[src/rtl/sm83_pkg.sv]
// Shared SM83 fetch definitions: FSM states, the CB prefix byte and the
// opcode -> instruction-length table.
package sm83_pkg;

  typedef enum logic [2:0] {
    S_OP,
    S_CB,
    S_LO,
    S_HI,
    S_OUT
  } state_t;

  localparam logic [7:0] CB_PREFIX = 8'hCB;

  // Unlisted opcodes, including the illegal D3/DB/DD/E3/E4/EB/EC/ED/F4/FC/FD, are one byte.
  function automatic logic [1:0] op_len(input logic [7:0] op);
    logic [1:0] len;
    len = 2'd1;
    case (op)
      8'h01, 8'h08, 8'h11, 8'h21, 8'h31,
      8'hC2, 8'hC3, 8'hC4, 8'hCA, 8'hCC, 8'hCD,
      8'hD2, 8'hD4, 8'hDA, 8'hDC,
      8'hEA, 8'hFA:
        len = 2'd3;
      8'h06, 8'h0E, 8'h10, 8'h16, 8'h18, 8'h1E,
      8'h20, 8'h26, 8'h28, 8'h2E,
      8'h30, 8'h36, 8'h38, 8'h3E,
      8'hC6, 8'hCB, 8'hCE, 8'hD6, 8'hDE,
      8'hE0, 8'hE6, 8'hE8, 8'hEE,
      8'hF0, 8'hF6, 8'hF8, 8'hFE:
        len = 2'd2;
      default:
        len = 2'd1;
    endcase
    return len;
  endfunction

endpackage

[src/rtl/instr_fetch.sv]
// SM83 instruction fetch: pulls 1..3 bytes (or CB + opcode) through a byte-wide
// read port, pulsing the PC counter once per byte, and hands one bundle to decode.
module instr_fetch
  import sm83_pkg::*;
(
  input  logic        IF_CLK,
  input  logic        IF_RST,
  input  logic [15:0] IF_PC,
  output logic        IF_PC_INC,
  input  logic        IF_FLUSH,
  output logic [15:0] IF_MEM_ADDR,
  output logic        IF_MEM_RD,
  input  logic [7:0]  IF_MEM_DATA,
  input  logic        IF_MEM_VALID,
  output logic [7:0]  IF_OPCODE,
  output logic        IF_CB,
  output logic [15:0] IF_IMM,
  output logic [1:0]  IF_LEN,
  output logic [15:0] IF_INSTR_PC,
  output logic        IF_VALID,
  input  logic        IF_READY
);

  state_t      state;
  logic        run;
  logic        capture;
  logic [1:0]  byte_len;
  logic        valid_q;
  logic        cb_q;
  logic [1:0]  len_q;
  logic [7:0]  opcode_q;
  logic [15:0] imm_q;
  logic [15:0] instr_pc_q;

  // run stays low for the first cycle after reset so the restart read is one cycle clean of IF_RST
  assign IF_MEM_RD   = run && !IF_RST && (state != S_OUT);
  assign IF_MEM_ADDR = IF_PC;
  assign capture     = IF_MEM_RD && IF_MEM_VALID && !IF_FLUSH;
  assign IF_PC_INC   = capture;
  assign byte_len    = op_len(IF_MEM_DATA);

  assign IF_VALID    = valid_q;
  assign IF_CB       = cb_q;
  assign IF_LEN      = len_q;
  assign IF_OPCODE   = opcode_q;
  assign IF_IMM      = imm_q;
  assign IF_INSTR_PC = instr_pc_q;

  always_ff @(posedge IF_CLK) begin
    if (IF_RST) begin
      state      <= S_OP;
      run        <= 1'b0;
      valid_q    <= 1'b0;
      cb_q       <= 1'b0;
      len_q      <= 2'd0;
      opcode_q   <= 8'h00;
      imm_q      <= 16'h0000;
      instr_pc_q <= 16'h0000;
    end else begin
      run <= 1'b1;
      if (IF_FLUSH) begin
        state   <= S_OP;
        valid_q <= 1'b0;
      end else begin
        case (state)
          S_OP: begin
            if (capture) begin
              instr_pc_q <= IF_PC;
              opcode_q   <= IF_MEM_DATA;
              cb_q       <= 1'b0;
              imm_q      <= 16'h0000;
              if (IF_MEM_DATA == CB_PREFIX) begin
                len_q <= 2'd2;
                state <= S_CB;
              end else begin
                len_q <= byte_len;
                if (byte_len == 2'd1) begin
                  state   <= S_OUT;
                  valid_q <= 1'b1;
                end else begin
                  state <= S_LO;
                end
              end
            end
          end
          S_CB: begin
            if (capture) begin
              opcode_q <= IF_MEM_DATA;
              cb_q     <= 1'b1;
              len_q    <= 2'd2;
              imm_q    <= 16'h0000;
              state    <= S_OUT;
              valid_q  <= 1'b1;
            end
          end
          S_LO: begin
            if (capture) begin
              imm_q <= {8'h00, IF_MEM_DATA};
              if (len_q == 2'd3) begin
                state <= S_HI;
              end else begin
                state   <= S_OUT;
                valid_q <= 1'b1;
              end
            end
          end
          S_HI: begin
            if (capture) begin
              imm_q[15:8] <= IF_MEM_DATA;
              state       <= S_OUT;
              valid_q     <= 1'b1;
            end
          end
          S_OUT: begin
            if (IF_READY) begin
              state   <= S_OP;
              valid_q <= 1'b0;
            end
          end
          default: begin
            state   <= S_OP;
            valid_q <= 1'b0;
          end
        endcase
      end
    end
  end

endmodule

[config.mk]
export PLATFORM = sky130hd
export DESIGN_NAME = instr_fetch
export DESIGN_NICKNAME = d
export VERILOG_FILES = /design/src/rtl/sm83_pkg.sv /design/src/rtl/instr_fetch.sv
export SDC_FILE = /design/constraint.sdc
export NUM_CORES = 1
export LEC_CHECK = 0
export BUFFER_PORTS_ARGS = -buffer_cell sky130_fd_sc_hd__buf_2
export CAP_MARGIN = 20
export CELL_PAD_IN_SITES_DETAIL_PLACEMENT = 0
export CELL_PAD_IN_SITES_GLOBAL_PLACEMENT = 1
export CORE_UTILIZATION = 30
export CTS_CLUSTER_DIAMETER = 60
export DETAILED_ROUTE_END_ITERATION = 10
export PLACE_DENSITY_LB_ADDON = 0.12
export SLEW_MARGIN = 10
export SYNTH_ARGS = -nofsm -noshare
export SYNTH_HDL_FRONTEND = slang
export SYNTH_SLANG_ARGS = --single-unit
[constraint.sdc]
create_clock -name IF_CLK -period 1.9 [get_ports IF_CLK]
set_clock_uncertainty 0.05 [all_clocks]
set_input_delay 0.19 -clock IF_CLK [delete_from_list [all_inputs] [get_ports IF_CLK]]
set_output_delay 0.19 -clock IF_CLK [all_outputs]
set_load 0.1 [all_outputs]
==> results.py <==
metrics = {
    "synth": {
        "synth-seq-cells": 48,
        "yosys.cell_types.count": 44,
        "yosysSeqAreaShare_pct": 42.93,
        "syn-num-nets": 304,
        "synthArstFlopShare_pct": 0,
        "synth_area_per_cell_um2": 8.140,
        "yosys_most_used_dff": "dfxtp_1",
        "netlist_area_um2": 2238,
        "synth_warnings": 0,
        "synth_edf_count": 0,
        "syn_inst": 275,
    },
    "worst_setup_path": {
        "crit_path_top_delay_cell": "or3_4",
        "path_depth": 5,
        "end_kind": "register",
        "cp.arrival_ps": 1880,
        "crit_chain": "or3_4 -> o21ai_1 -> o2111a_1 -> nand4_1 -> a2111oi_1",
        "r2r-end": "IF_VALID$_SDFFE_PP0P_",
        "cp_data_required_time_ps": 2040,
        "crit_family": "compound AO/OA/AOI/OAI gates",
        "startpoint_type": "register",
        "cp_slowest_stage_delay_ps": 440,
        "r2r_slack_ps": 160,
        "crit_type": "register to register",
        "cp_max_fo": 4,
        "cp-endpoint": "IF_VALID$_SDFFE_PP0P_",
        "startpoint": "state[2]$_SDFFE_PP0P_",
        "path_buf_inv": 0,
        "r2r-start": "state[2]$_SDFFE_PP0P_",
        "reg2reg_depth": 5,
    },
    "route": {
        "vias": 2119,
        "wl_per_cell_um": 13.49,
        "drtIter0Drc": 70,
        "ant_nets": 0,
        "viasPerCell": 4.762,
        "first_pass_iters": 4,
        "wl_um": 6003,
        "drc": 0,
    },
    "power_and_ir_drop": {
        "ir_worst_vdd_mv": 0.3238,
        "p_leak_nw": 1.256,
        "p_per_area_nw_per_um2": 779.2,
        "p_sw_mw": 0.7037,
        "p_comb_share_pct": 21.2,
        "power.share.sequential_pct": 46.8,
        "intPower_mw": 1.496,
        "swShare_pct": 31.99,
        "p_clk_share_pct": 32.0,
    },
    "finish": {
        "finish.utilization_pct": 39.13,
        "fin_nets": 376,
        "drive_above_1_share_pct": 34.68,
        "antenna_cells": 0,
        "fin_area_um2": 2823,
        "fin_cells": 445,
        "area_growth_syn_to_layout_pct": 26.10,
    },
    "global_routing": {
        "grt_use_total_pct": 15.79,
        "overflow": 0,
        "grt_pass1_wl_um": 9397,
        "antenna_found_initial": 0,
        "grt_pass1_vias": 1842,
        "grt_max_degree": 31,
    },
    "sta": {
        "rsz0062_at_grt": "no",
        "period_share_pct": 91.84,
        "holdWs_ps": 56.18,
        "timing.slew.headroom_pct": 62.73,
        "final_hold_viol_count": 0,
        "fmax_ghz": 0.5731,
        "tightestPinTransition_ps": 556.6,
        "setup_viol": 0,
        "slew_violations": 0,
        "fin_setup_tns_ps": 0,
        "post-route-min-period_ps": 1745,
    },
    "clock_tree": {
        "clock_latency_ps": 300,
        "clk_pin_slew_worst_paths_ps": 80,
        "root_buffer": "clkbuf_8",
        "cts_num_sinks": 48,
        "cts_tree": "done",
        "h-tree-depth": 2,
        "clock_path_buffers": 2,
        "cts_inserted_buffers": 5,
    },
    "placement": {
        "gp_congestion": 0.7306,
        "placed_area_um2": 2719,
        "hpwl_um": 4190,
        "portBuffers": 90,
        "placed_cells": 439,
    },
    "die": {
        "core_um2": 7214,
        "num_rows": 31,
        "die_w_um": 88.38,
        "dieArea_um2": 7811,
        "die_h_um": 88.38,
        "start_util_pct": 31.03,
        "io_pins": 91,
    },
    "worst_hold_path": {
        "hold_path_class": "input pin to register",
        "min_path_cells": 2,
    },
    "status": {
        "run_status": "complete, no violations",
    },
    "run": {
        "drv_cap": 0,
    },
}
==> layer usage <==
metal  wire length (um)  vias up  track usage [%]
li1                   -     1063                -
met1               2973     1002            22.58
met2               2724       46            23.43
met3                221        8            3.451
met4                 82        0            5.279
met5                  0        -                0
==> cell usage in the layout (no fill, tap or decap), types with 2 or more instances in the layout <==
master / synthesis / final
a31oi_1: 9 / 9
buf_2: 10 / 88
xor2_1: 3 / 3
clkbuf_8: 0 / 5
nor3_1: 5 / 5
nand3_1: 2 / 2
nand4_1: 2 / 2
or3_4: 2 / 2
inv_1: 4 / 4
nor3b_1: 3 / 2
nor2b_1: 8 / 8
a21oi_1: 30 / 28
xnor2_1: 2 / 2
a22oi_1: 11 / 11
dfxtp_1: 48 / 46
nand2_1: 59 / 59
a21oi_2: 0 / 2
nor2_1: 24 / 24
buf_12: 0 / 2
o211a_1: 2 / 2
buf_4: 16 / 11
o2bb2ai_1: 2 / 2
dfxtp_2: 0 / 2
or3_1: 2 / 2
==> registers in the layout, summed over array words and instances (netlist names) <==
name	flops
IF_CB	1
IF_IMM	16
IF_INSTR_PC	16
IF_LEN	2
IF_OPCODE	8
IF_VALID	1
run	1
state	3
==> synth_stat cells, types with 2 or more instances <==
cell	number	share of area (%)
a21oi_1	30	6.7
a22oi_1	11	3.7
a31oi_1	9	2.5
buf_2	10	2.2
buf_4	16	5.4
clkbuf_1	8	1.3
dfxtp_1	48	43
inv_1	4	0.67
nand2_1	59	9.9
nand3_1	2	0.45
nand4_1	2	0.56
nor2_1	24	4.0
nor2b_1	8	2.2
nor3_1	5	1.1
nor3b_1	3	1.0
o211a_1	2	0.89
o2bb2ai_1	2	0.78
or3_1	2	0.56
or3_4	2	1.0
xnor2_1	2	0.78
xor2_1	3	1.2
==> layout make-up <==
type                       count  area, um2
clock buffer                   5      68.82
clock inverter                 1      30.03
fill                         811       4392
inverter                       4      15.01
multi-input combinational    187       1059
sequential                    48      963.4
tap                           99      123.9
timing repair buffer         101      563.0
==> metrics by stage <==
stage	total power [mW]	setup slack (ps)
after floorplan	1.442	73.22
after global placement	1.521	179.9
after detailed placement	1.521	154.6
after CTS	2.235	134.3
after global routing	2.294	19.25
final	2.199	155.0
==> how the worst min path moves through the flow <==
stage | slack, ps | startpoint | to
final | 60 | IF_FLUSH | IF_VALID$_SDFFE_PP0P_
after global routing | 80 | IF_PC[11] | IF_INSTR_PC[11]$_SDFFE_PP0P_
after CTS | 50 | IF_FLUSH | IF_VALID$_SDFFE_PP0P_
after detailed placement | 370 | IF_FLUSH | IF_VALID$_SDFFE_PP0P_
after global placement | 360 | IF_FLUSH | IF_VALID$_SDFFE_PP0P_
after floorplan | 220 | IF_FLUSH | IF_VALID$_SDFFE_PP0P_
==> timing repair <==
action / in CTS / in global routing
setup buffers: 0 / 0
hold buffers: 0 / 0
gates resized for setup: 0 / 1
setup endpoints to repair: 0 / 2
==> worst register-to-register path, delay by kind of cell (launching register included) <==
kind	cells	cell delay (ps)
AO/OA/AOI/OAI	3	720
AND/OR/NAND/NOR	2	540
flip-flops	1	330
==> power by group through the flow <==
| stage | logic (mW) | clock network, mW | registers [mW] |
|---|---|---|---|
| 6_report | 0.465 | 0.705 | 1.03 |
| 5_1_grt | 0.492 | 0.770 | 1.03 |
| 4_1_cts | 0.469 | 0.737 | 1.03 |
| 3_5_place_dp | 0.468 | 0 | 1.05 |
| 3_3_place_gp | 0.468 | 0 | 1.05 |
| 2_1_floorplan | 0.291 | 0 | 1.15 |
==> kinds of logic after synthesis <==
logic type	Yosys count	synth area share, %
AND/OR/NAND/NOR	116	25.49
XOR/XNOR	5	1.957
buffers and inverters	40	10.34
flip-flops	48	42.93
AO/OA/AOI/OAI	65	18.78
multiplexers	1	0.5030
Power figures use the tool's default switching activity.
